[config.mk]
export PLATFORM = sky130hd
export DESIGN_NAME = sw_word_entry
export DESIGN_NICKNAME = d
export VERILOG_FILES = /design/src/rtl/sw_word_entry.sv
export SDC_FILE = /design/constraint.sdc
export NUM_CORES = 1
export LEC_CHECK = 0
export BUFFER_PORTS_ARGS = -buffer_cell sky130_fd_sc_hd__buf_4
export CORE_MARGIN = 3
export CORE_UTILIZATION = 54
export DETAILED_ROUTE_END_ITERATION = 12
export PLACE_DENSITY = 0.79
export SYNTH_ARGS = -nofsm -noshare
export SYNTH_HDL_FRONTEND = slang
export SYNTH_SLANG_ARGS = --single-unit
[constraint.sdc]
create_clock -name clka -period 2.4 [get_ports clka]
set_input_delay 0.12 -clock clka [delete_from_list [all_inputs] [get_ports clka]]
set_output_delay 0.12 -clock clka [all_outputs]
set_load 0.01 [all_outputs]
[src/rtl/sw_word_entry.sv]
// Switch-driven 32-bit word entry: a debounced step button latches one byte per press, then an
// address, then raises a register-file write request until the CPU acknowledges it.
module sw_word_entry #(
   parameter int unsigned DB_COUNT   = 500000,
   parameter int unsigned ADDR_WIDTH = 5
) (
   input  logic                  clka,
   input  logic                  rsta,
   input  logic [7:0]            swa,
   input  logic                  keya,
   input  logic                  clra,
   input  logic                  acka,
   output logic                  wea,
   output logic [ADDR_WIDTH-1:0] addra,
   output logic [31:0]           douta,
   output logic [2:0]            stagea,
   output logic                  busya
);

   localparam int unsigned     CntW   = (DB_COUNT > 1) ? $clog2(DB_COUNT) : 1;
   localparam logic [CntW-1:0] CntMax = CntW'(DB_COUNT - 1);

   typedef enum logic [2:0] {
      StB0    = 3'd0,
      StB1    = 3'd1,
      StB2    = 3'd2,
      StB3    = 3'd3,
      StAddr  = 3'd4,
      StWrite = 3'd5
   } state_t;

   logic            key_meta_q, key_s_q;
   logic            db_level_q, db_level_d, db_prev_q;
   logic [CntW-1:0] db_cnt_q, db_cnt_d;
   logic            press;

   state_t                state_q, state_d;
   logic [31:0]           data_q, data_d;
   logic [ADDR_WIDTH-1:0] addr_q, addr_d;
   logic [ADDR_WIDTH-1:0] sw_addr;

   generate
      if (ADDR_WIDTH <= 8) begin : g_addr_narrow
         assign sw_addr = swa[ADDR_WIDTH-1:0];
      end else begin : g_addr_wide
         assign sw_addr = {{(ADDR_WIDTH - 8){1'b0}}, swa};
      end
   endgenerate

   // Level only flips after key_s has disagreed with it for DB_COUNT consecutive edges.
   always_comb begin
      db_cnt_d   = '0;
      db_level_d = db_level_q;
      if (key_s_q != db_level_q) begin
         if (db_cnt_q == CntMax) begin
            db_level_d = ~db_level_q;
         end else begin
            db_cnt_d = db_cnt_q + 1'b1;
         end
      end
   end

   assign press = db_level_q & ~db_prev_q;

   always_comb begin
      state_d = state_q;
      data_d  = data_q;
      addr_d  = addr_q;
      if (clra && (state_q != StWrite)) begin
         state_d = StB0;
         data_d  = '0;
         addr_d  = '0;
      end else begin
         case (state_q)
            StB0, StB1, StB2, StB3: begin
               if (press) begin
                  data_d[{state_q[1:0], 3'b000} +: 8] = swa;
                  state_d = state_t'(state_q + 3'd1);
               end
            end
            StAddr: begin
               if (press) begin
                  addr_d  = sw_addr;
                  state_d = StWrite;
               end
            end
            StWrite: begin
               if (acka) begin
                  state_d = StB0;
               end
            end
            default: state_d = StB0;
         endcase
      end
   end

   always_ff @(posedge clka) begin
      if (rsta) begin
         key_meta_q <= 1'b0;
         key_s_q    <= 1'b0;
         db_level_q <= 1'b0;
         db_prev_q  <= 1'b0;
         db_cnt_q   <= '0;
         state_q    <= StB0;
         data_q     <= '0;
         addr_q     <= '0;
      end else begin
         key_meta_q <= keya;
         key_s_q    <= key_meta_q;
         db_level_q <= db_level_d;
         db_prev_q  <= db_level_q;
         db_cnt_q   <= db_cnt_d;
         state_q    <= state_d;
         data_q     <= data_d;
         addr_q     <= addr_d;
      end
   end

   assign wea    = (state_q == StWrite);
   assign busya  = (state_q == StWrite);
   assign stagea = state_q;
   assign douta  = data_q;
   assign addra  = addr_q;

endmodule

==> results of run 1 <==
==> cell families after synthesis <==
kind of cell             after synthesis  synth area share, %
multiplexers                           6                 2.26
AND/OR/NAND/NOR                      153                 28.7
XOR/XNOR                              16                 5.17
flip-flops                            63                 46.5
buffers and inverters                 23                 4.15
AO/OA/AOI/OAI                         44                 9.93
adder cells (fa/ha/maj)                7                 3.23
==> flip-flops by register name (all words and copies together) (netlist names) <==
| register | count |
|---|---|
| db_cnt_q | 19 |
| key_s_q | 1 |
| addra | 5 |
| douta | 32 |
| db_prev_q | 1 |
| db_level_q | 1 |
| stagea | 3 |
| key_meta_q | 1 |
==> stage by stage <==
step / utilization (%) / instance area, µm² / power, mW / instances / setup slack, ns
after global routing: 70.4 / 3370 / 2.12 / 440 / 0.105
after floorplan: - / 2710 / 1.09 / 312 / 0.450
final: 70.4 / 3370 / 2.05 / 440 / 0.367
after detailed placement: 65.8 / 3150 / 1.12 / 423 / 0.358
after CTS: 70.4 / 3370 / 2.06 / 440 / 0.356
after global placement: 65.8 / 3150 / 1.12 / 423 / 0.431
==> path summary, 6_finish.rpt <==
kind	start	end	slack, ns	cells after the start
hold / removal	rsta	key_meta_q$_SDFF_PP0_	0.04	2
setup / recovery	stagea[0]$_SDFFE_PP0P_	douta[26]$_SDFFE_PP0P_	0.37	6
setup reg to reg	stagea[0]$_SDFFE_PP0P_	douta[26]$_SDFFE_PP0P_	0.37	6
hold reg to reg	key_meta_q$_SDFF_PP0_	key_s_q$_SDFF_PP0_	0.44	1
==> synthesized netlist by cell type, types with 4 or more instances <==
master,instances,area share (%)
nor4_1,6,1.4
xnor2_1,14,4.5
mux2i_1,5,1.8
nor2_1,32,4.4
ha_1,7,3.2
and3_1,6,1.4
nor2b_1,5,1.2
nand2_1,36,5.0
nand3_1,42,7.8
nand4_1,4,0.92
clkbuf_1,7,0.97
o21ai_1,8,1.5
inv_1,9,1.2
a21oi_1,27,5.0
nor3_1,9,1.7
dfxtp_1,63,47
==> per-layer routing <==
layer	track usage [%]	part of all wire, %	up-vias
met5	0	0	-
met3	5.63	7.5	7
met2	33.4	45	69
met1	29.7	46	1064
met4	8.51	0.92	0
li1	-	-	1198
==> cell type report <==
class	instances	area [µm²]	area share, %
multi-input combinational	226	1340	39.7
sequential	63	1260	37.4
timing repair buffer	59	445	13.2
clock buffer	13	169	5.01
tap	67	83.8	2.49
clock inverter	3	40.0	1.19
inverter	9	33.8	1.00
==> power breakdown <==
group / switching [mW] / internal, mW / total (mW)
registers: 0.00110 / 1.05 / 1.05
logic: 0.0329 / 0.0198 / 0.0527
clock network: 0.383 / 0.562 / 0.945
total: 0.417 / 1.63 / 2.05
==> results.py, run 1 <==
metrics = {
    "run_status": {
        "status": "finished clean",
    },
    "drt": {
        "first_pass_iters": 4,
        "viasPerCell": 5.31,
        "ant_nets": 0,
        "drcViolationCount": 0,
        "drt_iter0_drc": 163,
        "totalWireLength_um": 6080,
        "via_count": 2338,
        "wl_per_cell_um": 13.8,
    },
    "floorplanning": {
        "die_h_um": 76.8,
        "dieArea_mm2": 0.00590,
        "core_mm2": 0.00479,
        "ios": 55,
        "rows": 25,
        "start_util_pct": 56.6,
        "die_w_um": 76.8,
    },
    "timing": {
        "hold_viol_final": 0,
        "setup_viol": 0,
        "setup_tns_ns": 0,
        "layout_min_cycle_time_ns": 2.03,
        "drv_slew": 0,
        "tightest_slew_ns": 0.645,
        "rsz0062_at_grt": "false",
        "finalCritPeriodShare_pct": 84.7,
        "maxSlewHeadroom_pct": 57.0,
        "worst_hold_slack_ns": 0.0445,
        "max_freq_ghz": 0.492,
        "skew_ns": 0.00789,
    },
    "logic_synthesis": {
        "synth_area_mm2": 0.00271,
        "syn_area_per_cell_um2": 8.69,
        "synth_cell_types": 39,
        "ys_ff_latch": 63,
        "synth-seq-area-share_pct": 46.5,
        "syn_inst": 312,
        "synth-async-reset-ratio_pct": 0,
        "syn_nets": 332,
        "synth_edf_count": 0,
        "yosys_most_used_dff": "dfxtp_1",
        "yosysWarnings": 0,
    },
    "clocking": {
        "cts_tree": "built",
        "clkTransAtPathRegs_ns": 0.07,
        "cts.sinks": 63,
        "cts_hold_buf": 1,
        "worst_skew_pair.late_latency_ns": 0.33,
        "cts_resized": 0,
        "numCtsBuffers": 9,
        "htree_levels": 3,
        "post-cts-setup-buffers": 0,
        "root_buffer": "clkbuf_8",
        "cts_buffer_depth": 2,
    },
    "place": {
        "gp_congestion": 0.787,
        "dp_hpwl_um": 4310,
        "io_buffer_count": 54,
    },
    "critical_path": {
        "cp-end-kind": "flop",
        "critPathRequiredTime_ns": 2.66,
        "crit_arrival_ns": 2.30,
        "path_delay_family": "compound AO/OA/AOI/OAI gates",
        "crit_fanout": 10,
        "worstSetupPathType": "reg2reg",
        "slowest_delay_ns": 0.54,
        "crit_buf_inv": 1,
        "start_kind": "flop",
        "slowest_stage": "a2111oi_4",
        "crit_path_cell_trace": "inv_1, ha_1, nand2b_1, a2111oi_4, nand2_1, o21ai_1",
    },
    "global_route": {
        "grt_pass1_wl_um": 10300,
        "grt_start_max_net_pins": 33,
        "antenna_found_initial": 0,
        "grt_pass1_vias": 2166,
        "grt_use_total_pct": 21.9,
        "grt_overflow_total": 0,
    },
    "layout": {
        "final_nets": 388,
        "nFillCells": 388,
        "antenna_cells": 0,
        "final_cell_mix": "63 x dfxtp_1, 58 x buf_4, 42 x nand3_1, 36 x nand2_1, 32 x nor2_1",
        "mostFrequentLayoutCell": "dfxtp_1",
        "area_growth_pct": 24.3,
        "drive_gt1_share_pct": 22.3,
    },
    "hold_path": {
        "min_path_type": "in2reg",
    },
    "power_and_ir_drop": {
        "p_per_area_mw_per_mm2": 607,
        "p_leak_nw": 1.24,
        "ir_drop_mv": 0.344,
    },
    "run": {
        "max_cap_violations": 0,
    },
}
Power figures use the tool's default switching activity.
==> run 2, diff against run 1 <==
ABC_AREA = 1   (was unset)
CORE_UTILIZATION = 55   (was 54)
clock period = 2.05 ns   (was 2.4 ns; I/O delays follow)
==> results.py, run 2 <==
metrics = {
    "layout": {
        "register_area_mm2": 0.00126,
        "nFillCells": 462,
        "drive_gt1_share_pct": 18.0,
        "final_cell_mix": "82 x nor2_1, 72 x nand2_1, 63 x dfxtp_1, 61 x inv_1, 55 x buf_4",
        "fin_cells": 564,
        "antenna_cells": 0,
        "mostFrequentLayoutCell": "nor2_1",
        "area_growth_pct": 21.0,
        "final_nets": 509,
        "design_area_mm2": 0.00369,
        "largest_reg_flops": 32,
        "multiInputGateArea_mm2": 0.00147,
    },
    "global_route": {
        "grt_use_total_pct": 23.9,
        "grt_start_max_net_pins": 39,
        "grt_overflow_total": 0,
        "grt_pass1_wl_um": 11900,
        "antenna_found_initial": 0,
        "grt_pass1_vias": 2552,
    },
    "logic_synthesis": {
        "syn_inst": 430,
        "synth_area_mm2": 0.00305,
        "syn_nets": 450,
        "synth_cell_types": 29,
        "yosys_most_used_dff": "dfxtp_1",
        "yosysWarnings": 0,
        "synth-async-reset-ratio_pct": 0,
        "synth.top_cells.by_area": "dfxtp_1 41%, nor2_1 10%, nand2_1 8.9%",
        "ys_ff_latch": 63,
        "synth_area_leader_cell": "dfxtp_1",
        "yosysMostFrequentCell": "nor2_1",
        "synth_edf_count": 0,
        "synth_top_cells_by_count": "83 x nor2_1, 72 x nand2_1, 63 x dfxtp_1",
        "synth_top_area_share_pct": 41.3,
        "syn_area_per_cell_um2": 7.09,
        "synth-seq-area-share_pct": 41.3,
    },
    "critical_path": {
        "crit_arrival_ns": 2.02,
        "cp-end-kind": "flop",
        "slowest_delay_ns": 0.39,
        "crit_fanout": 6,
        "crit_path_cell_trace": "inv_1, ha_1, nor2_1, nand2_4, nand3_1, nand3_1, nor2_1, nor2_1",
        "timing.rr.end": "stagea[0]$_SDFFE_PP0P_",
        "worstSetupPathType": "reg2reg",
        "rrSetupSlack_ns": 0.25,
        "slowest_stage": "dfxtp_1",
        "critPathRequiredTime_ns": 2.28,
        "timing.rr.start": "stagea[0]$_SDFFE_PP0P_",
        "cp_common_cell": "nor2_1",
        "critPathCapture": "stagea[0]$_SDFFE_PP0P_",
        "start_kind": "flop",
        "critPathLaunch": "stagea[0]$_SDFFE_PP0P_",
        "ff2ff_path_depth": 8,
    },
    "power_and_ir_drop": {
        "p_switching_mw": 0.611,
        "p_sw_share_pct": 25.3,
        "seqPwrFrac_pct": 51.3,
        "p_per_area_mw_per_mm2": 654,
        "p_int_mw": 1.80,
        "combPwrFrac_pct": 9.2,
        "ir_drop_mv": 0.442,
        "clockPowerShare_pct": 39.4,
        "p_leak_nw": 1.47,
    },
    "drt": {
        "drt_iter0_drc": 195,
        "drcViolationCount": 0,
        "wl_per_cell_um": 12.6,
        "via_count": 2884,
        "ant_nets": 0,
        "totalWireLength_um": 7090,
        "first_pass_iters": 5,
        "viasPerCell": 5.11,
    },
    "place": {
        "dp_hpwl_um": 5230,
        "dp_cells": 546,
        "io_buffer_count": 54,
        "gp_congestion": 0.980,
        "dpl-instance-area_mm2": 0.00349,
    },
    "floorplanning": {
        "dieArea_mm2": 0.00648,
        "core_mm2": 0.00524,
        "rows": 26,
        "die_h_um": 80.5,
        "start_util_pct": 58.2,
        "ios": 55,
        "die_w_um": 80.5,
    },
    "clocking": {
        "cts.sinks": 63,
        "numCtsBuffers": 9,
        "worst_skew_pair.late_latency_ns": 0.34,
        "cts_buffer_depth": 2,
        "clkTransAtPathRegs_ns": 0.07,
        "post-cts-setup-buffers": 0,
        "cts_tree": "built",
        "htree_levels": 3,
        "root_buffer": "clkbuf_8",
    },
    "timing": {
        "setup_tns_ns": 0,
        "hold_viol_final": 0,
        "maxSlewHeadroom_pct": 71.8,
        "skew_ns": 0.00747,
        "setup_viol": 0,
        "rsz0062_at_grt": "false",
        "drv_slew": 0,
        "max_freq_ghz": 0.557,
        "finalCritPeriodShare_pct": 87.6,
        "layout_min_cycle_time_ns": 1.80,
        "tightest_slew_ns": 0.422,
    },
    "run_status": {
        "status": "finished clean",
    },
    "run": {
        "max_cap_violations": 0,
    },
    "hold_path": {
        "min_path_type": "in2reg",
    },
}
==> run 2: cell count changes after synthesis, sizes merged, moves of 12 or more <==
cell,before,now
xnor2,14,2
nand2,36,75
inv,9,66
o21ai,10,39
nand3,43,19
nor2,32,85
a21oi,27,46
==> run 2: timing repair <==
| action | CTS | global route |
|---|---|---|
| hold buffers | 2 | 0 |
| endpoints found under the setup margin | 0 | 1 |
| endpoints found under the hold margin | 3 | 0 |
| gates resized for setup | 0 | 1 |
==> run 2: worst min path at each step <==
stage               cells past startpoint  slack [ns]    from                      to
finish                                  3        0.03  swa[2]  douta[18]$_SDFFE_PP0P_
global route                            3        0.04  swa[2]  douta[18]$_SDFFE_PP0P_
CTS                                     3        0.02  swa[2]  douta[18]$_SDFFE_PP0P_
detailed placement                      2        0.32    rsta      key_s_q$_SDFF_PP0_
global placement                        3        0.31    keya   key_meta_q$_SDFF_PP0_
floorplan                               1        0.17    rsta   key_meta_q$_SDFF_PP0_
==> run 2: logic make-up after synthesis <==
kind of cell / after synthesis / synth area share (%)
AND/OR/NAND/NOR: 189 / 27.5
adder cells (fa/ha/maj): 7 / 2.87
XOR/XNOR: 8 / 2.30
flip-flops: 63 / 41.3
buffers and inverters: 76 / 10.7
AO/OA/AOI/OAI: 87 / 15.3
==> run 2: worst max-delay path: cells and delay by family (launching register included) <==
kind	cells	cell delay [ns]
fa+ha+maj	1	0.31
buf+inv	1	0.13
flops	1	0.39
simple gates	6	0.86
==> run 2: cell type report <==
type,count,area share [%]
multi-input cells,291,39.7
flip-flops and latches,63,34.2
repair buffers,58,12.3
inverters,66,6.71
clock buffers,12,4.20
well taps,70,2.37
clock inverters,4,0.542
==> run 2: metal layers <==
metal  wire length [µm]  global-route usage, %  vias up
li1                   -                      -     1474
met1               3470                   34.4     1292
met2               2980                   33.9      103
met3                515                   5.61       15
met4                120                   9.97        0
met5                  0                      0        -
==> run 2: power by group through the flow <==
stage	clock, mW	combinational [mW]	sequential (mW)
final	0.952	0.223	1.24
after global routing	1.03	0.252	1.24
after CTS	0.971	0.220	1.24
after detailed placement	0	0.214	1.27
after global placement	0	0.212	1.27
after floorplan	0	0.147	1.27
==> run 2: stage by stage <==
step           utilization, %  setup WS [ns]  power, mW  hold WS [ns]
3_3_place_gp             66.7          0.340       1.48         0.305
5_1_grt                  70.5         0.0365       2.52        0.0416
6_report                 70.5          0.255       2.41        0.0258
2_1_floorplan               -          0.410       1.41         0.174
3_5_place_dp             66.7          0.258       1.48         0.319
4_1_cts                  70.4          0.200       2.43        0.0156
